File: src/rtl/pwm_dac.sv
// pwm_dac: single-pin PWM audio output stage with first-order error feedback.
// Latency: a sample loaded at the period boundary drives pwm_out from the next cycle.
// Backpressure: none. sample is taken once per 2^r-cycle period, and en=0 idles the stage.
//
// Parameters
//   o            sample width in bits (unsigned, offset-binary)
//   r            PWM resolution in bits; the period is 2^r clocks; requires r < o
// Ports
//   clk          system clock, rising edge
//   rst_n        synchronous active-low reset; takes priority over en
//   en           run enable; low holds the stage idle and silent
//   sample       modulated sample; only looked at in the load cycle (cnt = 2^r-1)
//   pwm_out      registered PWM bit, high while cnt < duty
//   period_start registered strobe, high in the first cycle (cnt = 0) of each period
module pwm_dac #(
  parameter int unsigned o = 16,
  parameter int unsigned r = 8
) (
  input  logic         clk,
  input  logic         rst_n,
  input  logic         en,
  input  logic [o-1:0] sample,
  output logic         pwm_out,
  output logic         period_start
);

  localparam int unsigned EW = o - r;

  localparam logic [r-1:0]  CNT_MAX  = '1;
  localparam logic [r-1:0]  CNT_ZERO = '0;
  localparam logic [r-1:0]  CNT_ONE  = {{(r-1){1'b0}}, 1'b1};
  localparam logic [r-1:0]  DUTY_SAT = '1;
  localparam logic [EW-1:0] ERR_ZERO = '0;

  logic [r-1:0]  cnt_q,  cnt_d;
  logic [r-1:0]  duty_q, duty_d;
  logic [EW-1:0] err_q,  err_d;
  logic          pwm_q,  pwm_d;
  logic          ps_q,   ps_d;

  logic          load;
  logic [o:0]    sum;
  logic [r-1:0]  load_duty;
  logic [EW-1:0] load_err;

  // The period ends when the counter wraps. This is the only cycle in which
  // sample is consumed.
  assign load = (cnt_q == CNT_MAX);

  // Add the carried residual below PWM resolution to the new sample. One
  // extra bit catches the carry out of the top of the sample range.
  assign sum = {1'b0, sample} + {{(r+1){1'b0}}, err_q};

  always_comb begin
    load_duty = sum[o-1:o-r];
    load_err  = sum[EW-1:0];
    // On overflow, clamp to the largest reachable duty and drop the residual.
    // Keeping the residual would make the stage stick at full scale.
    if (sum[o]) begin
      load_duty = DUTY_SAT;
      load_err  = ERR_ZERO;
    end
  end

  always_comb begin
    cnt_d  = CNT_MAX;
    duty_d = '0;
    err_d  = ERR_ZERO;
    ps_d   = 1'b0;
    pwm_d  = 1'b0;
    if (en) begin
      duty_d = duty_q;
      err_d  = err_q;
      if (load) begin
        cnt_d  = CNT_ZERO;
        duty_d = load_duty;
        err_d  = load_err;
        ps_d   = 1'b1;
      end else begin
        cnt_d  = cnt_q + CNT_ONE;
      end
      // Compare against next-state values. This keeps the registered output
      // in step with cnt, with no extra cycle of lag.
      pwm_d = (cnt_d < duty_d);
    end
  end

  always_ff @(posedge clk) begin
    if (!rst_n) begin
      cnt_q  <= CNT_MAX;
      duty_q <= '0;
      err_q  <= ERR_ZERO;
      pwm_q  <= 1'b0;
      ps_q   <= 1'b0;
    end else begin
      cnt_q  <= cnt_d;
      duty_q <= duty_d;
      err_q  <= err_d;
      pwm_q  <= pwm_d;
      ps_q   <= ps_d;
    end
  end

  assign pwm_out      = pwm_q;
  assign period_start = ps_q;

endmodule

File: config.mk
export PLATFORM = sky130hd
export DESIGN_NAME = pwm_dac
export DESIGN_NICKNAME = d
export VERILOG_FILES = /design/src/rtl/pwm_dac.sv
export SDC_FILE = /design/constraint.sdc
export NUM_CORES = 1
export LEC_CHECK = 0
export ABC_AREA = 1
export CORE_UTILIZATION = 47
export CTS_CLUSTER_SIZE = 8
export DETAILED_ROUTE_END_ITERATION = 7
export PLACE_DENSITY = 0.8
export REMOVE_ABC_BUFFERS = 1
export SYNTH_ARGS = -nofsm -noshare
export SYNTH_HDL_FRONTEND = slang
export SYNTH_SLANG_ARGS = --single-unit
File: constraint.sdc
create_clock -name clk -period 3.1 [get_ports clk]
set_input_delay 0.62 -clock clk [delete_from_list [all_inputs] [get_ports clk]]
set_output_delay 0.62 -clock clk [all_outputs]
set_load 0.02 [all_outputs]
==> results of run 1 <==
layout make-up:
cell class                 count  area share (%)
multi-input combinational    172            51.3
tap                           46            2.67
timing repair buffer          36            14.9
sequential                    26            24.2
clock inverter                 1            1.40
inverter                      26            4.53
clock buffer                   3            1.05
worst paths after layout:
kind                                 end       from  depth (start not counted)
worst min-delay path            err_q[2]   err_q[2]                          2
worst min register to register  err_q[2]   err_q[2]                          2
worst max-delay path             pwm_out  sample[0]                         18
worst max register to register   pwm_out   err_q[0]                         17
through the flow:
step                      instances  hold WS (ns)  util [%]  power (mW)  setup WS, ns
after floorplan                 224         0.449         -       0.670         0.397
after global placement          306         0.456      60.9       0.808        -0.136
after detailed placement        306         0.463      60.9       0.816        -0.237
after CTS                       310         0.484      62.4        1.06         0.107
after global routing            310         0.513      63.0        1.14       -0.0518
final                           310         0.479      63.0        1.06         0.102
flip-flops by register name, summed over array words and instances (netlist names):
| register | flops |
|---|---|
| duty_q | 8 |
| cnt_q | 8 |
| err_q | 8 |
| pwm_out | 1 |
| period_start | 1 |
layout by cell type, fill, tap and decap left out, drive strengths merged, types with 6 or more instances in the layout:
| cell type | instances |
|---|---|
| nand3 | 14 |
| ha | 16 |
| buf | 16 |
| a21oi | 22 |
| clkdlybuf4s50 | 20 |
| or2 | 6 |
| dfxtp | 26 |
| nor2 | 25 |
| nand2 | 52 |
| o21ai | 9 |
| inv | 26 |
where the power goes:
group / internal [mW] / total (mW) / switching [mW]
clock network: 0.131 / 0.244 / 0.113
registers: 0.363 / 0.378 / 0.0153
logic: 0.200 / 0.442 / 0.242
total: 0.694 / 1.06 / 0.370
kinds of logic (layout without fill, tap and decap cells):
| group | count (synthesis) | count (layout) | share of synthesized area [%] |
|---|---|---|---|
| and+or+nand+nor | 100 | 100 | 27.7 |
| AOI/OAI and AO/OA | 45 | 45 | 17.5 |
| xor gates and xnor gates | 10 | 10 | 5.10 |
| buffers and inverters | 30 | 66 | 6.63 |
| DFF | 26 | 26 | 30.3 |
| adders and majority gates | 17 | 17 | 12.8 |
per-layer routing:
metal | vias to the layer above | global-route usage [%] | wire length, um
li1 | 823 | - | -
met1 | 724 | 27.5 | 1830
met2 | 36 | 30.6 | 1640
met3 | 4 | 2.37 | 173
met4 | 0 | 9.30 | 65
met5 | - | 0 | 0
worst max-delay path, stage by stage:
cell and delay [ns]:
clkdlybuf4s50_1 0.46, ha_1 0.16, inv_1 0.05, fa_2 0.34, inv_1 0.06, nand3_1 0.07, nand2_2 0.11, nand2_2 0.09
nand2_4 0.10, nand2_2 0.08, nor2_4 0.11, nand3_2 0.10, xnor2_2 0.18, o22ai_2 0.09, ha_1 0.28, nand2_1 0.07
o211ai_1 0.19, a21oi_1 0.07
==> summary.md, run 1 <==
| Metric | Value |
|---|---|
| Run status | `complete, no violations` |
| CTS tree | `done` |
| Final WL | `between 3000 and 4000 um` |
| ANT nets after route | `0` |
| Max-cap violations | `0` |
| Worst slew pin tran | `roughly 0.42 ns` |
| Vias after detailed routing | `roughly 1,600` |
| Post-Syn Area | `roughly 1700 sq um` |
| Final setup fails | `0` |
| I/O pin count | `21` |
| Diode count | `0` |
| Initial antenna violation count | `0` |
| Routability cong. | `around 0.91` |
| Chip height | `62.5 um` |
| Power per cell area | `approximately 500 nW/um^2` |
| Area contributors post-synth | `dfxtp_1 30%, ha_1 12%, nand2_1 9.6%` |
| Drt initial violations | `99` |
| Area delta synth->final | `25.3%` |
| Clk_lat worst skew | `around 0.34 ns` |
| WS Path Type | `in -> reg` |
| DP HPWL | `~2800 um` |
| Share of layout cells above drive strength 1 | `a little over a fifth` |
| Postcts setup bufs | `0` |
| Core footprint | `around 3400 sq um` |
| Clock transition at path regs | `approximately 0.16 ns` |
| Clk buf depth | `2` |
| Global route overflow | `0` |
| Sequential fraction of the synthesis area | `a little under a third` |
| DP Area | `2080 sq um` |
| GRT Total Usage | `between 10% and 20%` |
| Post-synth EDFFs | `0` |
| Most used DFF post-synth | `dfxtp_1` |
| Crit-path max FO | `4` |
| Vias in the first global route | `roughly 1,500` |
| R2R Setup Slk | `~0.46 ns` |
| Register bit total from synthesis | `26` |
| Full die area | `approximately 3900 sq um` |
| Fill cells | `roughly 300` |
| CP Launch Type | `input port` |
| Synth cell types | `33` |
| Port bufs | `20` |
| Pin count of the biggest net entering global routing | `16` |
| FMAX | `334 MHz` |
| TritonCTS buffer count | `3` |
| Root Buffer | `clkbuf_4` |
| First-pass GRT wire length | `6240 um` |
| Starting Density | `between 50% and 60%` |
| Die Wd | `between 60 and 70 um` |
| Tmin final | `between 2 and 3 ns` |
| Reg area | `520 sq um` |
| Post-cts hold buffer count | `0` |
| Wire per inst | `roughly 12 um` |
| Routed vias/inst | `a little over 5` |
| Setup TNS | `0 ns` |
| Cell Rows | `21` |
| Most common cell in the netlist | `nand2_1` |
| Area leader, netlist | `dfxtp_1` |
| Static leakage | `0.988 nW` |
| Pre-antenna DRT Iters | `4` |
| CP required | `about 3.3 ns` |
| Top cell type's share of synthesized area | `between 30% and 40%` |
| Gates resized, CTS repair | `0` |
| Hold Crit Class | `reg -> reg` |
| Fin crit share | `approximately 97%` |
| Peak VDD IR | `roughly 170 uV` |
| Nets | `301` |
| Synthesized instance count | `228` |
| Clk_skew | `0.0131 ns` |
| Ys Warns | `0` |
| Syn avg cell area | `roughly 7.5 sq um` |
| Critical Path AT | `3.23 ns` |
| H-tree depth | `1` |
| Final Max Tran Viols | `0` |
| Relative max-transition margin | `between 70% and 80%` |
| TritonCTS Sinks | `26` |
| DRC Markers | `0` |
| Async SR Flop Fraction | `0%` |
| Design area | `~2200 sq um` |
| Most frequent cells after synthesis | `44 x nand2_1, 26 x dfxtp_1, 24 x inv_1` |
| Hold violation count in the final report | `0` |
| Multi-input logic area | `1100 sq um` |
| Crit end category | `flop` |
Note: power is estimated with default switching activity, not from simulation.
==> run 2, diff against run 1 <==
--- a/config.mk
+++ b/config.mk
@@ -11,6 +11,7 @@
 export DETAILED_ROUTE_END_ITERATION = 7
 export PLACE_DENSITY = 0.8
 export REMOVE_ABC_BUFFERS = 1
+export SKIP_LAST_GASP = 1
 export SYNTH_ARGS = -nofsm -noshare
 export SYNTH_HDL_FRONTEND = slang
 export SYNTH_SLANG_ARGS = --single-unit
==> constraint.sdc (replaced) <==
create_clock -name clk -period 3.1 [get_ports clk]
set_input_delay 0.62 -clock clk [delete_from_list [all_inputs] [get_ports clk]]
set_output_delay 0.62 -clock clk [all_outputs]
set_load 0.1 [all_outputs]
==> summary.md, run 2 (synthesis results as in run 1) <==
| Metric | Value |
|---|---|
| Power per cell area | `between 400 and 500 nW/um^2` |
| I/O pin count | `21` |
| DRC Markers | `0` |
| Crit-path max FO | `4` |
| TritonCTS buffer count | `3` |
| Clock transition at path regs | `around 0.15 ns` |
| Postcts setup bufs | `0` |
| Wire per inst | `around 11 um` |
| Gates resized, CTS repair | `0` |
| Global route overflow | `0` |
| Cell Rows | `21` |
| Most frequent CP cell | `nand2_2` |
| Pin count of the biggest net entering global routing | `15` |
| CP required | `around 3.3 ns` |
| R2R Setup Slk | `just over 0.5 ns` |
| Routed vias/inst | `~5` |
| End of the worst hold path | `err_q[4]` |
| Met2 GRT Util | `30.7%` |
| TritonCTS Sinks | `26` |
| Most frequent cells in the layout | `44 x nand2_1, 26 x dfxtp_1, 24 x inv_1, 20 x nor2_1, 19 x a21oi_1` |
| Pre-antenna DRT Iters | `4` |
| Relative max-transition margin | `a little under three quarters` |
| Vias after detailed routing | `1,571` |
| CP Launch Type | `input port` |
| Hold_sp | `err_q[4]` |
| GRT Total Usage | `slightly below 20%` |
| Diode count | `0` |
| Critical path, cell by cell | `clkdlybuf4s50_1 > ha_1 > inv_1 > fa_1 > inv_1 > nand3_1 > nand2_2 > nand2_2 > nand2_4 > nand2_2 > nor2_2 > nand3_1 > xnor2_1 > o22ai_2 > ha_1 > nand2_1 > o211ai_1 > a21oi_1` |
| Vias in the first global route | `roughly 1,500` |
| Die Wd | `about 62 um` |
| FF-to-FF path depth | `17` |
| Clk_skew | `just over 0.009 ns` |
| First-pass GRT wire length | `roughly 6200 um` |
| Critical Path Slowest Stage Cell | `clkdlybuf4s50_1` |
| Hold violation count in the final report | `0` |
| Crit-path max cell delay | `about 0.46 ns` |
| FF-to-FF End | `pwm_out` |
| WS Path Type | `in -> reg` |
| Clk buf depth | `2` |
| Final WL | `roughly 3500 um` |
| Nets | `300` |
| Final Max Tran Viols | `0` |
| Area delta synth->final | `22.4%` |
| Largest regs | `cnt_q (8), duty_q (8), err_q (8)` |
| ANT nets after route | `0` |
| Worst Hold Depth | `2` |
| Run status | `complete, no violations` |
| Full die area | `3900 sq um` |
| FF-to-FF Start | `err_q[0]` |
| Most common cell after layout, fill and taps aside | `nand2_1` |
| CTS tree | `done` |
| DP HPWL | `2840 um` |
| Buffers & Inverters on Critical Path | `3` |
| Post-cts hold buffer count | `0` |
| Clk_lat worst skew | `~0.34 ns` |
| Drt initial violations | `roughly 90` |
| Setup TNS | `0 ns` |
| Worst slew pin tran | `0.428 ns` |
| Chip height | `62.5 um` |
| Critical Path AT | `~3.2 ns` |
| Tot Pwr | `about 1.0 mW` |
| Peak VDD IR | `around 250 uV` |
| Static leakage | `~1 nW` |
| Hold Crit Class | `reg -> reg` |
| Routability cong. | `0.841` |
| Starting Density | `between 50% and 60%` |
| Fin crit share | `a little over nine tenths` |
| Share of layout cells above drive strength 1 | `around a fifth` |
| Min Hold Slack | `~0.48 ns` |
| Tmin final | `between 2 and 3 ns` |
| Fill cells | `315` |
| H-tree depth | `1` |
| Root Buffer | `clkbuf_4` |
| FMAX | `337 MHz` |
| Initial antenna violation count | `0` |
| Top Family by Delay on Critical Path | `adder cells` |
| Global Route met3 Usage | `2.01%` |
| RSZ-0062 raised after global routing | `no` |
| Port bufs | `20` |
| Max-cap violations | `0` |
| Crit end category | `flop` |
| Final setup fails | `0` |
| GR peak layer | `met2` |
| Core footprint | `roughly 3400 sq um` |
| Met1 Usage GRT | `28.6%` |
## run 2: area by class of cell
| cell class | count | area [sq um] | area share, % |
|---|---|---|---|
| clock buffer | 4 | 36.3 | 1.73 |
| inverter | 26 | 97.6 | 4.64 |
| multi-input combinational | 172 | 1080 | 51.5 |
| sequential | 26 | 520 | 24.7 |
| tap | 46 | 57.6 | 2.74 |
| timing repair buffer | 35 | 308 | 14.6 |
## run 2: how the worst max path moves through the flow
stage               from  endpoint  slack, ns  cells after the start
6_report       sample[0]   pwm_out       0.14                     18
5_1_grt        sample[0]   pwm_out      0.008                     18
3_5_place_dp   sample[0]   pwm_out      -0.22                     18
4_1_cts        sample[0]   pwm_out       0.12                     18
2_1_floorplan  sample[0]   pwm_out       0.40                     17
3_3_place_gp   sample[0]   pwm_out      -0.16                     18
## run 2: power by group
part | switching, mW | internal (mW)
sequential | 0.0149 | 0.363
combinational | 0.262 | 0.196
clock | 0.111 | 0.0721
total | 0.388 | 0.631
## run 2: worst register-to-register path, stage by stage, from the launching register on
cell and delay, ns:
dfxtp_1 0.37, ha_1 0.16, inv_1 0.06, fa_1 0.39, inv_1 0.07, nand3_1 0.07
nand2_2 0.11, nand2_2 0.09, nand2_4 0.10, nand2_2 0.06, nor2_2 0.09, nand3_1 0.09
xnor2_1 0.17, o22ai_2 0.09, ha_1 0.28, nand2_1 0.06, o211ai_1 0.17, a21oi_1 0.06
## run 2: stage by stage
stage	utilization, %	cell area, sq um	setup slack [ns]	std cells
2_1_floorplan	-	1700	0.397	224
3_3_place_gp	60.5	2070	-0.158	305
3_5_place_dp	60.5	2070	-0.223	305
4_1_cts	61.6	2100	0.121	309
5_1_grt	61.6	2100	0.00844	309
6_report	61.6	2100	0.136	309
## run 2: routing by layer
metal | part of all wire [%] | up-vias
met5 | 0 | -
met4 | 0.54 | 0
met3 | 4.6 | 3
met2 | 43 | 42
met1 | 52 | 704
li1 | - | 822
==> run 3, diff against run 2 <==
--- a/config.mk
+++ b/config.mk
@@ -6,6 +6,7 @@
 export NUM_CORES = 1
 export LEC_CHECK = 0
 export ABC_AREA = 1
+export CORE_ASPECT_RATIO = 0.7
 export CORE_UTILIZATION = 47
 export CTS_CLUSTER_SIZE = 8
 export DETAILED_ROUTE_END_ITERATION = 7
==> summary.md, run 3 (synthesis results as in run 1) <==
| Metric | Value |
|---|---|
| Run status | `complete, no violations` |
| Wire per inst | `between 10 and 15 um` |
| Pin count of the biggest net entering global routing | `16` |
| CTS tree | `done` |
| Routability cong. | `about 0.84` |
| Vias in the first global route | `roughly 1,500` |
| H-tree depth | `1` |
| Crit-path max FO | `5` |
| Static leakage | `1.04 nW` |
| Clk_lat worst skew | `between 0.2 and 0.3 ns` |
| Final WL | `about 4100 um` |
| Chip height | `about 53 um` |
| TritonCTS buffer count | `3` |
| Crit end category | `flop` |
| Port bufs | `20` |
| Largest regs | `cnt_q (8), duty_q (8), err_q (8)` |
| Design area | `roughly 2200 sq um` |
| WS Path Type | `in -> reg` |
| Core footprint | `3320 sq um` |
| Tmin final | `around 2.9 ns` |
| Power per cell area | `around 520 nW/um^2` |
| Area delta synth->final | `28.9%` |
| Global route overflow | `0` |
| Max-cap violations | `0` |
| Worst Setup SP | `sample[3]` |
| Most frequent cells in the layout | `44 x nand2_1, 26 x dfxtp_1, 22 x inv_1, 21 x buf_4, 20 x nor2_1` |
| Hold Crit Class | `reg -> reg` |
| Clk_skew | `roughly 0.0014 ns` |
| Routed vias/inst | `just over 5` |
| Final setup fails | `0` |
| Clock transition at path regs | `0.10 ns` |
| FMAX | `between 300 and 400 MHz` |
| DRC Markers | `0` |
| Hold violation count in the final report | `0` |
| Starting Density | `around half` |
| Vias after detailed routing | `around 1,600` |
| Initial antenna violation count | `0` |
| DP HPWL | `roughly 3100 um` |
| CP Launch Type | `input port` |
| Diode count | `0` |
| Peak VDD IR | `approximately 290 uV` |
| Setup TNS | `0 ns` |
| I/O pin count | `21` |
| Cell Rows | `17` |
| Drt initial violations | `186` |
| Share of layout cells above drive strength 1 | `24.0%` |
| CP required | `3.32 ns` |
| Min Hold Slack | `around 0.47 ns` |
| Hold_sp | `err_q[2]` |
| FF-to-FF Start | `err_q[0]` |
| TritonCTS Sinks | `26` |
| Pre-antenna DRT Iters | `4` |
| Fill cells | `275` |
| Worst slew pin tran | `roughly 0.4 ns` |
| Post-Place Worst Slack | `-0.270 ns` |
| ANT nets after route | `0` |
| RSZ-0062 raised after global routing | `no` |
| Nets | `approximately 300` |
| First-pass GRT wire length | `between 6000 and 7000 um` |
| Die Wd | `roughly 74 um` |
| Most common cell after layout, fill and taps aside | `nand2_1` |
| Critical Path AT | `3.15 ns` |
| GRT Total Usage | `a little under a quarter` |
| Fin crit share | `between 90% and 100%` |
| Relative max-transition margin | `approximately 73%` |
| Clk buf depth | `2` |
| Root Buffer | `clkbuf_8` |
| R2R Setup Slk | `about 0.47 ns` |
| PnR worst setup slack | `0.167 ns` |
| DP Area | `between 2000 and 2500 sq um` |
| Final Max Tran Viols | `0` |
| Post-cts hold buffer count | `0` |
| Full die area | `around 3900 sq um` |
-- run 3: changes by cell type in the layout (fill, tap and decap cells not counted), moves of 3 or more --
| cell | before | now |
|---|---|---|
| buf_4 | 17 | 21 |
| clkbuf_4 | 3 | 0 |
| nand2_2 | 7 | 4 |
| nand2_4 | 1 | 4 |
-- run 3: path summary, 6_finish.rpt --
check	cells after the start	to
worst max register to register	17	pwm_out
worst min-delay path	2	err_q[2]
worst max-delay path	16	pwm_out
worst min register to register	2	err_q[2]
-- run 3: timing repair --
item,in CTS,in global routing
setup buffers,0,3
setup endpoints to repair,0,1
gates resized for setup,0,13
-- run 3: worst max-delay path: stages --
cell and delay (ns):
clkdlybuf4s50_1 0.41, ha_1 0.38, a21oi_2 0.21, nand2_4 0.09
nand2_4 0.09, nand2_4 0.08, a21oi_4 0.22, buf_4 0.19
nand2_1 0.06, o22ai_1 0.20, ha_1 0.28, nand2_1 0.07
nand2_1 0.04, nand2_1 0.05, nand2_1 0.06, a21oi_1 0.11
-- run 3: metal layers --
| metal | wire (um) | up-vias | track usage [%] |
|---|---|---|---|
| met5 | 0 | - | 0 |
| met4 | 29 | 0 | 5.35 |
| met3 | 321 | 2 | 4.42 |
| met2 | 1730 | 59 | 36.2 |
| met1 | 2030 | 702 | 33.3 |
| li1 | - | 830 | - |
-- run 3: area by class of cell --
type	instances	area, sq um	area share (%)
tap	47	58.8	2.66
timing repair buffer	39	340	15.4
multi-input combinational	172	1130	50.8
clock inverter	1	30.0	1.36
clock buffer	3	41.3	1.86
sequential	26	520	23.5
inverter	26	97.6	4.41
-- run 3: through the flow --
stage | instances | total power, mW | utilization, %
after floorplan | 224 | 0.694 | -
after global placement | 307 | 0.838 | 62.6
after detailed placement | 307 | 0.849 | 62.6
after CTS | 311 | 1.14 | 64.7
after global routing | 314 | 1.23 | 66.7
final | 314 | 1.15 | 66.7
-- run 3: where the power goes --
part | switching, mW | internal [mW] | leakage, nW | total (mW)
Clock | 0.117 | 0.173 | 0.0357 | 0.290
Sequential | 0.0159 | 0.362 | 0.213 | 0.378
Combinational | 0.274 | 0.204 | 0.794 | 0.478
